==> config.mk <==
export PLATFORM = sky130hd
export DESIGN_NAME = operand_stream_bank
export DESIGN_NICKNAME = d
export VERILOG_FILES = /design/src/rtl/operand_stream_bank.sv
export SDC_FILE = /design/constraint.sdc
export NUM_CORES = 1
export LEC_CHECK = 0
export BUFFER_PORTS_ARGS = -buffer_cell sky130_fd_sc_hd__clkbuf_2
export CORE_UTILIZATION = 50
export DETAILED_ROUTE_END_ITERATION = 10
export HOLD_SLACK_MARGIN = 0.08
export PLACE_DENSITY = 0.78
export SKIP_LAST_GASP = 1
export SLEW_MARGIN = 20
export SYNTH_ARGS = -nofsm -noshare
export SYNTH_HDL_FRONTEND = slang
export SYNTH_SLANG_ARGS = --single-unit
==> constraint.sdc <==
create_clock -name clk_i -period 3.5 [get_ports clk_i]
set_input_delay 0.7 -clock clk_i [delete_from_list [all_inputs] [get_ports clk_i]]
set_output_delay 0.7 -clock clk_i [all_outputs]
set_load 0.01 [all_outputs]
==> src/rtl/operand_stream_bank.sv <==
// Multi-bank operand store: lane-strobed bus writes, host readback, and lockstep wrap-around streaming.
// Optional OPERAND_BANK_CLEAR_EN adds clear_i for a bulk storage wipe while idle.
module operand_stream_bank #(
  parameter int DATA_WIDTH = 32,
  parameter int BUS_WIDTH  = 64,
  parameter int DEPTH      = 4,
  parameter int NUM_BANKS  = 2,
  localparam int LANES  = BUS_WIDTH / DATA_WIDTH,
  localparam int ADDR_W = $clog2(DEPTH),
  localparam int BSEL_W = (NUM_BANKS > 1) ? $clog2(NUM_BANKS) : 1
) (
  input  logic                           clk_i,
  input  logic                           rst_ni,
`ifdef OPERAND_BANK_CLEAR_EN
  input  logic                           clear_i,
`endif
  input  logic                           write_enable_i,
  input  logic [BSEL_W-1:0]              bank_sel_i,
  input  logic [ADDR_W-1:0]              address_i,
  input  logic [BUS_WIDTH-1:0]           data_i,
  input  logic [LANES-1:0]               strobe_i,
  input  logic                           rd_en_i,
  output logic [BUS_WIDTH-1:0]           rd_data_o,
  output logic                           rd_valid_o,
  input  logic                           start_i,
  input  logic [NUM_BANKS*ADDR_W-1:0]    start_addr_i,
  input  logic [ADDR_W:0]                len_i,
  output logic [NUM_BANKS*BUS_WIDTH-1:0] stream_data_o,
  output logic                           stream_valid_o,
  input  logic                           stream_ready_i,
  output logic                           stream_last_o,
  output logic                           busy_o,
  output logic                           done_o,
  output logic                           err_o
);

  typedef enum logic [1:0] {S_IDLE, S_STREAM, S_DONE} state_e;

  state_e              state_q, state_d;
  logic [BUS_WIDTH-1:0] mem_q [NUM_BANKS][DEPTH];
  logic [ADDR_W-1:0]   ptr_q [NUM_BANKS];
  logic [ADDR_W:0]     len_q, cnt_q;
  logic                idle, bank_ok, wr_go, start_go, hs, clr_req, clr_go;

`ifdef OPERAND_BANK_CLEAR_EN
  assign clr_req = clear_i;
`else
  assign clr_req = 1'b0;
`endif

  assign idle     = (state_q == S_IDLE);
  assign bank_ok  = ({1'b0, bank_sel_i} < (BSEL_W+1)'(NUM_BANKS));
  assign wr_go    = idle && write_enable_i && bank_ok;
  assign clr_go   = idle && clr_req;
  assign start_go = idle && start_i;
  assign hs       = stream_valid_o && stream_ready_i;

  assign busy_o         = !idle;
  assign stream_valid_o = (state_q == S_STREAM);
  assign done_o         = (state_q == S_DONE);
  assign stream_last_o  = stream_valid_o && (cnt_q == (len_q - (ADDR_W+1)'(1)));

  always_comb begin
    state_d = state_q;
    case (state_q)
      S_IDLE:   if (start_i) state_d = (len_i == '0) ? S_DONE : S_STREAM;
      S_STREAM: if (hs && stream_last_o) state_d = S_DONE;
      S_DONE:   state_d = S_IDLE;
      default:  state_d = S_IDLE;
    endcase
  end

  always_ff @(posedge clk_i or negedge rst_ni) begin
    if (!rst_ni) state_q <= S_IDLE;
    else         state_q <= state_d;
  end

  // Stream pointers advance together; DEPTH is a power of two so the add wraps by itself.
  always_ff @(posedge clk_i or negedge rst_ni) begin
    if (!rst_ni) begin
      for (int k = 0; k < NUM_BANKS; k++) ptr_q[k] <= '0;
      len_q <= '0;
      cnt_q <= '0;
    end else if (start_go) begin
      for (int k = 0; k < NUM_BANKS; k++) ptr_q[k] <= start_addr_i[k*ADDR_W +: ADDR_W];
      len_q <= len_i;
      cnt_q <= '0;
    end else if (hs) begin
      for (int k = 0; k < NUM_BANKS; k++) ptr_q[k] <= ptr_q[k] + ADDR_W'(1);
      cnt_q <= cnt_q + (ADDR_W+1)'(1);
    end
  end

  always_ff @(posedge clk_i or negedge rst_ni) begin
    if (!rst_ni)                                    err_o <= 1'b0;
    else if (start_go)                              err_o <= 1'b0;
    else if (!idle && (write_enable_i || clr_req))  err_o <= 1'b1;
  end

  // Clear wins over a same-cycle write.
  always_ff @(posedge clk_i or negedge rst_ni) begin
    if (!rst_ni) begin
      for (int b = 0; b < NUM_BANKS; b++)
        for (int d = 0; d < DEPTH; d++) mem_q[b][d] <= '0;
    end else if (clr_go) begin
      for (int b = 0; b < NUM_BANKS; b++)
        for (int d = 0; d < DEPTH; d++) mem_q[b][d] <= '0;
    end else if (wr_go) begin
      for (int l = 0; l < LANES; l++)
        if (strobe_i[l])
          mem_q[bank_sel_i][address_i][l*DATA_WIDTH +: DATA_WIDTH] <= data_i[l*DATA_WIDTH +: DATA_WIDTH];
    end
  end

  always_ff @(posedge clk_i or negedge rst_ni) begin
    if (!rst_ni) begin
      rd_data_o  <= '0;
      rd_valid_o <= 1'b0;
    end else begin
      rd_valid_o <= rd_en_i;
      if (rd_en_i) rd_data_o <= bank_ok ? mem_q[bank_sel_i][address_i] : '0;
    end
  end

  always_comb begin
    stream_data_o = '0;
    for (int k = 0; k < NUM_BANKS; k++)
      stream_data_o[k*BUS_WIDTH +: BUS_WIDTH] = mem_q[k][ptr_q[k]];
  end

endmodule

==> impl_metrics.yaml, run 1 <==
run_status:
  outcome: "complete, no violations"
grt:
  groute.layer.met2.usage_pct: 47.95
  grt_resource_usage_total_pct: 29.72
  grt_most_used_layer: "met2"
  grt_pass1_vias: 21320
  globalRouteOverflowTotal: 0
  grt_first_pass_wirelength_um: 133800
  use_met3_pct: 6.124
  antenna_found_initial: 9
  grt_util_met1_pct: 38.38
  grt_start_max_net_pins: 72
logic_synthesis:
  yosysTopAreaCell: "sky130_fd_sc_hd__dfrtp_1"
  synth_top_area_share_pct: 50.40
  synth_top_cells_by_area: "sky130_fd_sc_hd__dfrtp_1 (50%), sky130_fd_sc_hd__mux2_2 (19%), sky130_fd_sc_hd__mux4_2 (9.9%)"
  synth_top_family_by_area: "multiplexers"
  synthMuxAreaShare_pct: 35.44
  synth-simple-area-share_pct: 2.789
  syn_nets: 2145
  synth-edff-count: 0
  yosys_warnings: 0
  async_reset_ff_share_pct: 100.0
  synth_compound_gate_area_share_pct: 7.944
  syn_area_mm2: 0.02929
  synthXorXnorAreaFrac_pct: 0.2691
  synthesis.area_per_instance_um2: 14.21
  yosys.area_share.adder_pct: 0.08542
  synth_seq_area_share_pct: 50.40
  ys_seq_elements: 590
  synth-main-ff-cell: "sky130_fd_sc_hd__dfrtp_1"
  synth.distinct_cells: 52
  syn-instance-count: 2061
floorplan:
  placement_row_count: 88
  start_util_pct: 50.68
  placeableCoreArea_mm2: 0.05781
  die-height_um: 244.1
  fp.dieW_um: 244.1
  io-pin-count: 280
  floorplan.die_area_mm2: 0.05956
worst_hold_path:
  min_delay_worst_endpoint: "cnt_q[2]$_DFFE_PN0P_"
  hold_path.class: "in2reg"
  min_from: "start_i"
  worst_hold_path.num_cells: 2
critical_path:
  cp.arrival_ps: 2490
  required_arrival_time_at_the_worst_endpoint_ps: 2800
  crit_path_cell_trace: "buf_12 -> mux4_2 -> clkbuf_2"
  nature_of_the_critical_path_startpoint: "flip-flop"
  endpoint_kind: "output port"
  worstRegToRegCells: 5
  worstPathMaxFanout: 28
  setup.reg_to_reg.worst_slack_ps: 900
  rr_startpoint: "state_q[0]$_DFFE_PN0P_"
  crit_path_top_delay_cell: "sky130_fd_sc_hd__dfrtp_4"
  path_class: "reg2out"
  critical_path.reg2reg.endpoint: "mem_q[212]$_DFFE_PN0P_"
  cpPeakStageDelay_ps: 700
power_and_ir_drop:
  cell_internal_pwr_mw: 17.11
  pwr-share-clk_pct: 27.3
  seq_power_share_pct: 41.5
  irDropWorstVdd_v: 0.0004476
  power_switching_mw: 8.246
  swShare_pct: 32.53
  leakagePower_nw: 16.27
  cellPowerDensity_mw_per_mm2: 746.9
  share_comb_of_total_power_pct: 31.2
timing:
  timing.final.crit_period_ps: 3193
  timing.slew.headroom_pct: 26.48
  maxClockFrequency_ghz: 0.3132
  total_negative_setup_slacks_ps: 0
  final-max-slew-violation-count: 0
  worst_clock_skew_ps: 27.94
  worstMarginPinSlew_ps: 1102
  setup_repair_after_global_routing_missed_its_margin: "no"
  final_hold_violating_endpoints: 0
  fin_crit_sh_pct: 91.22
  setup_violations: 0
clocking:
  clk_pin_slew_ps: 60
  cts.repair_timing.setup_buffer_count: 0
  clock_network_latency_to_the_later_pin_of_the_worst_skew_pair_ps: 650
  cts_sinks: 590
  clock-root-buffer: "sky130_fd_sc_hd__clkbuf_16"
  cts_repair_resize_count: 0
  clk_path_buf_depth: 3
  clock_tree.htree_level_count: 2
  cts-buffers-inserted: 61
  cts_tree: "done"
route:
  dr.pass1.iters: 5
  drc_errors: 0
  vias_per_cell: 6.521
  detailedRoute.firstIterationViolations: 1831
  final_antenna_violating_net_count: 0
  vias: 20410
  wl_per_cell_um: 28.25
  drt-total-wl_um: 88420
finish:
  final_layout_size_suffix_gt1_share_pct: 50.19
  number_of_fill_cells_in_the_layout: 4428
  final_net_count: 2396
  ff_latch_area_mm2: 0.01478
  postLayoutCoreUtil_pct: 58.72
  multiInputGateArea_mm2: 0.01372
  area_growth_pct: 15.86
job:
  max-cap-violations: 0
place:
  gp_congestion: 0.8485
  port_buffers: 279
  post-dp-hpwl_um: 55940
-- flip-flops by register name, summed over array words and instances, names as in the netlist --
name / count
cnt_q: 3
err_o: 1
len_q: 3
mem_q: 512
ptr_q: 4
rd_data_o: 64
rd_valid_o: 1
state_q: 2
-- worst max-delay path: cells and delay by family (launching register included) --
kind / cells / cell delay (ps)
buffers and inverters: 2 / 490
muxes: 1 / 630
DFF: 1 / 700
-- cells in the final DEF (no fill, tap or decap), types with 14 or more instances in the layout --
cell type,netlist,layout
sky130_fd_sc_hd__mux4_2,129,129
sky130_fd_sc_hd__nor2_1,80,78
sky130_fd_sc_hd__dfrtp_1,590,586
sky130_fd_sc_hd__mux2_2,505,505
sky130_fd_sc_hd__o21ai_0,35,35
sky130_fd_sc_hd__clkbuf_8,0,19
sky130_fd_sc_hd__a22o_1,16,16
sky130_fd_sc_hd__nand3_1,20,14
sky130_fd_sc_hd__a221o_1,16,16
sky130_fd_sc_hd__mux2_1,15,15
sky130_fd_sc_hd__nand2_1,56,50
sky130_fd_sc_hd__a21oi_1,42,42
sky130_fd_sc_hd__o32a_1,15,15
sky130_fd_sc_hd__buf_12,0,23
sky130_fd_sc_hd__clkbuf_16,0,61
sky130_fd_sc_hd__a22oi_1,47,47
sky130_fd_sc_hd__o2bb2ai_1,22,22
sky130_fd_sc_hd__a221oi_1,30,30
sky130_fd_sc_hd__mux2i_1,81,81
sky130_fd_sc_hd__a31oi_1,20,20
sky130_fd_sc_hd__mux2_4,54,54
sky130_fd_sc_hd__clkbuf_2,0,274
sky130_fd_sc_hd__buf_4,22,56
-- worst max path at each step --
stage	start	endpoint	slack, ps	depth (start not counted)
floorplan	ptr_q[2]$_DFFE_PN0P_	stream_data_o[15]	1330	2
global placement	address_i[0]	mem_q[415]$_DFFE_PN0P_	610	6
detailed placement	address_i[0]	mem_q[415]$_DFFE_PN0P_	510	6
CTS	ptr_q[2]$_DFFE_PN0P_	stream_data_o[9]	250	3
global route	ptr_q[2]$_DFFE_PN0P_	stream_data_o[9]	230	3
finish	ptr_q[2]$_DFFE_PN0P_	stream_data_o[9]	310	3
-- power by group through the flow --
stage	Combinational (mW)	Sequential, mW	Clock [mW]
floorplan	5.44	9.80	0
finish	7.90	10.5	6.93
detailed placement	7.89	10.6	0
global placement	7.70	10.4	0
global route	8.37	10.8	7.25
CTS	7.94	10.5	7.00
-- metal layers --
| layer | vias to the layer above | part of all wire [%] | wire [um] |
|---|---|---|---|
| li1 | 8420 | - | - |
| met1 | 10680 | 39 | 34050 |
| met2 | 1030 | 48 | 42530 |
| met3 | 274 | 8.4 | 7442 |
| met4 | 10 | 4.9 | 4320 |
| met5 | - | 0.085 | 75 |
-- kinds of logic after synthesis --
family / count (synthesis)
XOR/XNOR: 9
adder cells (fa/ha/maj): 2
AO/OA/AOI/OAI: 313
AND/OR/NAND/NOR: 187
multiplexers: 784
buffers and inverters: 176
flip-flops: 590
-- cell usage after synthesis, types with 2 or more instances --
library cell,n
sky130_fd_sc_hd__a211oi_1,10
sky130_fd_sc_hd__o32a_1,15
sky130_fd_sc_hd__a21oi_1,42
sky130_fd_sc_hd__o221ai_1,2
sky130_fd_sc_hd__o211ai_1,11
sky130_fd_sc_hd__inv_2,3
sky130_fd_sc_hd__mux2_2,505
sky130_fd_sc_hd__a221o_1,16
sky130_fd_sc_hd__mux2_4,54
sky130_fd_sc_hd__buf_1,13
sky130_fd_sc_hd__ha_1,2
sky130_fd_sc_hd__a22oi_1,47
sky130_fd_sc_hd__nor3_1,4
sky130_fd_sc_hd__clkbuf_1,49
sky130_fd_sc_hd__and3_1,3
sky130_fd_sc_hd__mux4_2,129
sky130_fd_sc_hd__o221a_2,4
sky130_fd_sc_hd__o21ai_0,35
sky130_fd_sc_hd__xnor2_1,3
sky130_fd_sc_hd__buf_6,8
sky130_fd_sc_hd__a21o_1,9
sky130_fd_sc_hd__nand3_1,20
sky130_fd_sc_hd__o22a_1,11
sky130_fd_sc_hd__nand2b_1,5
sky130_fd_sc_hd__a221oi_1,30
sky130_fd_sc_hd__and2_1,4
sky130_fd_sc_hd__a31oi_1,20
sky130_fd_sc_hd__o22ai_1,10
sky130_fd_sc_hd__xor2_1,6
sky130_fd_sc_hd__buf_2,77
sky130_fd_sc_hd__mux2i_1,81
sky130_fd_sc_hd__inv_1,4
sky130_fd_sc_hd__nand2_1,56
sky130_fd_sc_hd__a22o_1,16
sky130_fd_sc_hd__dfrtp_1,590
sky130_fd_sc_hd__mux2_1,15
sky130_fd_sc_hd__nand2_2,2
sky130_fd_sc_hd__a41oi_1,6
sky130_fd_sc_hd__o2bb2ai_1,22
sky130_fd_sc_hd__buf_4,22
sky130_fd_sc_hd__nor2b_1,7
sky130_fd_sc_hd__a211o_1,4
sky130_fd_sc_hd__nor2_1,80
-- timing repair --
item	in CTS	in global routing
hold buffers	1	0
endpoints found under the hold margin	52	0
setup endpoints to repair	0	0
-- per-stage QoR --
stage / area [um^2] / total power [mW] / worst slack (ps) / cells / hold slack [ps]
after global routing: 33940 / 26.38 / 233.6 / 3129 / 289.3
after floorplan: 29290 / 15.24 / 1334 / 2061 / 404.4
after CTS: 33930 / 25.42 / 245.9 / 3126 / 250.1
after detailed placement: 31780 / 18.47 / 507.4 / 3013 / 497.2
after global placement: 31780 / 18.08 / 613.4 / 3013 / 488.3
final: 33940 / 25.35 / 307.4 / 3130 / 277.4
-- final cells by class --
class / instances / share of cell area (%)
flip-flops and latches: 590 / 43.54
multi-input cells: 1295 / 40.44
repair buffers: 357 / 6.783
clock buffers: 89 / 5.338
well taps: 765 / 2.820
clock inverters: 23 / 0.9732
inverters: 7 / 0.07741
diodes: 4 / 0.02949
Note: power is estimated with default switching activity, not from simulation.
==> run 2: changes to the inputs <==
--- a/config.mk
+++ b/config.mk
@@ -6,10 +6,10 @@
 export NUM_CORES = 1
 export LEC_CHECK = 0
 export BUFFER_PORTS_ARGS = -buffer_cell sky130_fd_sc_hd__clkbuf_2
-export CORE_UTILIZATION = 50
+export CORE_UTILIZATION = 65
 export DETAILED_ROUTE_END_ITERATION = 10
 export HOLD_SLACK_MARGIN = 0.08
-export PLACE_DENSITY = 0.78
+export PLACE_DENSITY = 0.95
 export SKIP_LAST_GASP = 1
 export SLEW_MARGIN = 20
 export SYNTH_ARGS = -nofsm -noshare
==> run 2 against run 1 <==
Effect of this change: register-to-register slack got worse by 230 ps; die area fell by 23%; clock skew fell by 4.1 ps; design area fell by 1.4%.
==> impl_metrics.yaml, run 2 (same netlist as run 1, synthesis figures left out) <==
clocking:
  clock-root-buffer: "sky130_fd_sc_hd__clkbuf_16"
  clock_network_latency_to_the_later_pin_of_the_worst_skew_pair_ps: 650
  clk_pin_slew_ps: 60
  cts.repair_timing.setup_buffer_count: 0
  cts-buffers-inserted: 59
  holdBufCountCts: 1
  clk_path_buf_depth: 3
  cts_sinks: 590
  cts_repair_resize_count: 0
  clock_tree.htree_level_count: 2
  cts_tree: "done"
power_and_ir_drop:
  seq_power_share_pct: 42.2
  power_switching_mw: 8.527
  pwr-share-clk_pct: 25.7
  leakagePower_nw: 16.12
  cellPowerDensity_mw_per_mm2: 752.9
  swShare_pct: 33.85
  irDropWorstVdd_v: 0.0005612
  share_comb_of_total_power_pct: 32.1
  cell_internal_pwr_mw: 16.66
critical_path:
  nature_of_the_critical_path_startpoint: "flip-flop"
  setup.reg_to_reg.worst_slack_ps: 670
  path_class: "reg2out"
  cp.arrival_ps: 2540
  cpPeakStageDelay_ps: 740
  required_arrival_time_at_the_worst_endpoint_ps: 2800
  crit_path_top_delay_cell: "sky130_fd_sc_hd__mux4_2"
  worstRegToRegCells: 5
  startpoint: "ptr_q[0]$_DFFE_PN0P_"
  endpoint_kind: "output port"
  rr_startpoint: "state_q[0]$_DFFE_PN0P_"
  worstPathMaxFanout: 66
  crit_path_cell_trace: "buf_12 -> mux4_2 -> clkbuf_2"
  critical_path.reg2reg.endpoint: "mem_q[456]$_DFFE_PN0P_"
floorplan:
  floorplan.die_area_mm2: 0.04592
  io-pin-count: 280
  die-height_um: 214.3
  placeableCoreArea_mm2: 0.04432
  placement_row_count: 77
  start_util_pct: 66.10
  fp.dieW_um: 214.3
timing:
  setup_repair_after_global_routing_missed_its_margin: "no"
  maxClockFrequency_ghz: 0.3087
  fin_crit_sh_pct: 92.57
  worstMarginPinSlew_ps: 1120
  timing.slew.headroom_pct: 25.25
  whs_ps: 296.1
  final_hold_violating_endpoints: 0
  final-max-slew-violation-count: 0
  fin_worst_setup_slack_ps: 260.1
  timing.final.crit_period_ps: 3240
  worst_clock_skew_ps: 23.88
  setup_violations: 0
  total_negative_setup_slacks_ps: 0
route:
  final_antenna_violating_net_count: 0
  dr.pass1.iters: 7
  vias: 21640
  drc_errors: 0
  detailedRoute.firstIterationViolations: 2770
  vias_per_cell: 7.337
  wl_per_cell_um: 31.77
  drt-total-wl_um: 93720
finish:
  regMostFlops: "mem_q"
  number_of_fill_cells_in_the_layout: 2422
  postLayoutCoreUtil_pct: 75.50
  final_layout_size_suffix_gt1_share_pct: 49.79
  top_regs: "mem_q (512), rd_data_o (64), ptr_q (4)"
  final_common_cell: "sky130_fd_sc_hd__dfrtp_1"
  final_cell_count_no_fill: 2950
  final_net_count: 2385
  area_growth_pct: 14.22
  mostFrequentLayoutCells: "sky130_fd_sc_hd__dfrtp_1 (586), sky130_fd_sc_hd__mux2_2 (505), sky130_fd_sc_hd__clkbuf_2 (274)"
  largest_register_ff_count: 512
job:
  max-cap-violations: 0
place:
  gp_congestion: 0.8925
  dpl.cell_count: 2831
  preCtsSetupSlack_ps: 569.4
  port_buffers: 279
  post-dp-hpwl_um: 54930
worst_hold_path:
  worst_hold_path.num_cells: 2
  min_from: "start_i"
  hold_path.class: "in2reg"
  min_delay_worst_endpoint: "cnt_q[2]$_DFFE_PN0P_"
grt:
  grt_start_max_net_pins: 101
  globalRouteOverflowTotal: 0
  grt_pass1_vias: 23310
  grt_resource_usage_total_pct: 41.06
  antenna_found_initial: 16
  grt_first_pass_wirelength_um: 142000
run_status:
  outcome: "complete, no violations"
-- run 2: cell count changes in the layout (fill, tap and decap cells not counted), sizes merged --
cell	delta
bufinv	-4
buf	-9
clkinv	-1
clkinvlp	+1
diode	+6
-- run 2: per-layer routing --
| layer | track usage, % | part of all wire (%) |
|---|---|---|
| met1 | 49.20 | 33 |
| met2 | 63.00 | 47 |
| met3 | 13.45 | 12 |
| met4 | 29.14 | 7.1 |
| met5 | 0 | 0.084 |
-- run 2: final cells by class --
cell class | count | area (um^2) | share of cell area (%)
diodes | 10 | 25.02 | 0.07479
clock buffers | 89 | 1770 | 5.291
clock inverters | 19 | 197.7 | 0.5908
inverters | 7 | 26.28 | 0.07853
multi-input cells | 1295 | 13720 | 41.02
flip-flops and latches | 590 | 14780 | 44.17
well taps | 592 | 740.7 | 2.214
repair buffers | 348 | 2197 | 6.566
-- run 2: worst max-delay path by stage --
| stage | end | slack, ps | cells past startpoint |
|---|---|---|---|
| detailed placement | rd_data_o[18]$_DFFE_PN0P_ | 570 | 6 |
| floorplan | stream_data_o[15] | 1330 | 2 |
| finish | stream_data_o[65] | 260 | 3 |
| CTS | stream_data_o[39] | 310 | 3 |
| global route | stream_data_o[65] | 200 | 3 |
| global placement | rd_data_o[39]$_DFFE_PN0P_ | 660 | 6 |
-- run 2: stage by stage --
stage / power, mW / area (um^2)
after floorplan: 15.24 / 29290
after global placement: 17.86 / 31460
after detailed placement: 18.41 / 31460
after CTS: 24.99 / 33440
after global routing: 26.00 / 33450
final: 25.19 / 33460
-- run 2: power by group through the flow --
stage / combinational (mW) / sequential (mW) / clock, mW
6_report: 8.09 / 10.6 / 6.48
5_1_grt: 8.47 / 10.8 / 6.75
4_1_cts: 8.01 / 10.5 / 6.47
3_5_place_dp: 7.88 / 10.5 / 0
3_3_place_gp: 7.58 / 10.3 / 0
2_1_floorplan: 5.44 / 9.80 / 0
-- run 2: critical path: cells and delay by family, from the launching register on --
family	cells	cell delay [ps]
buffers and inverters	2	670
DFF	1	410
muxes	1	740
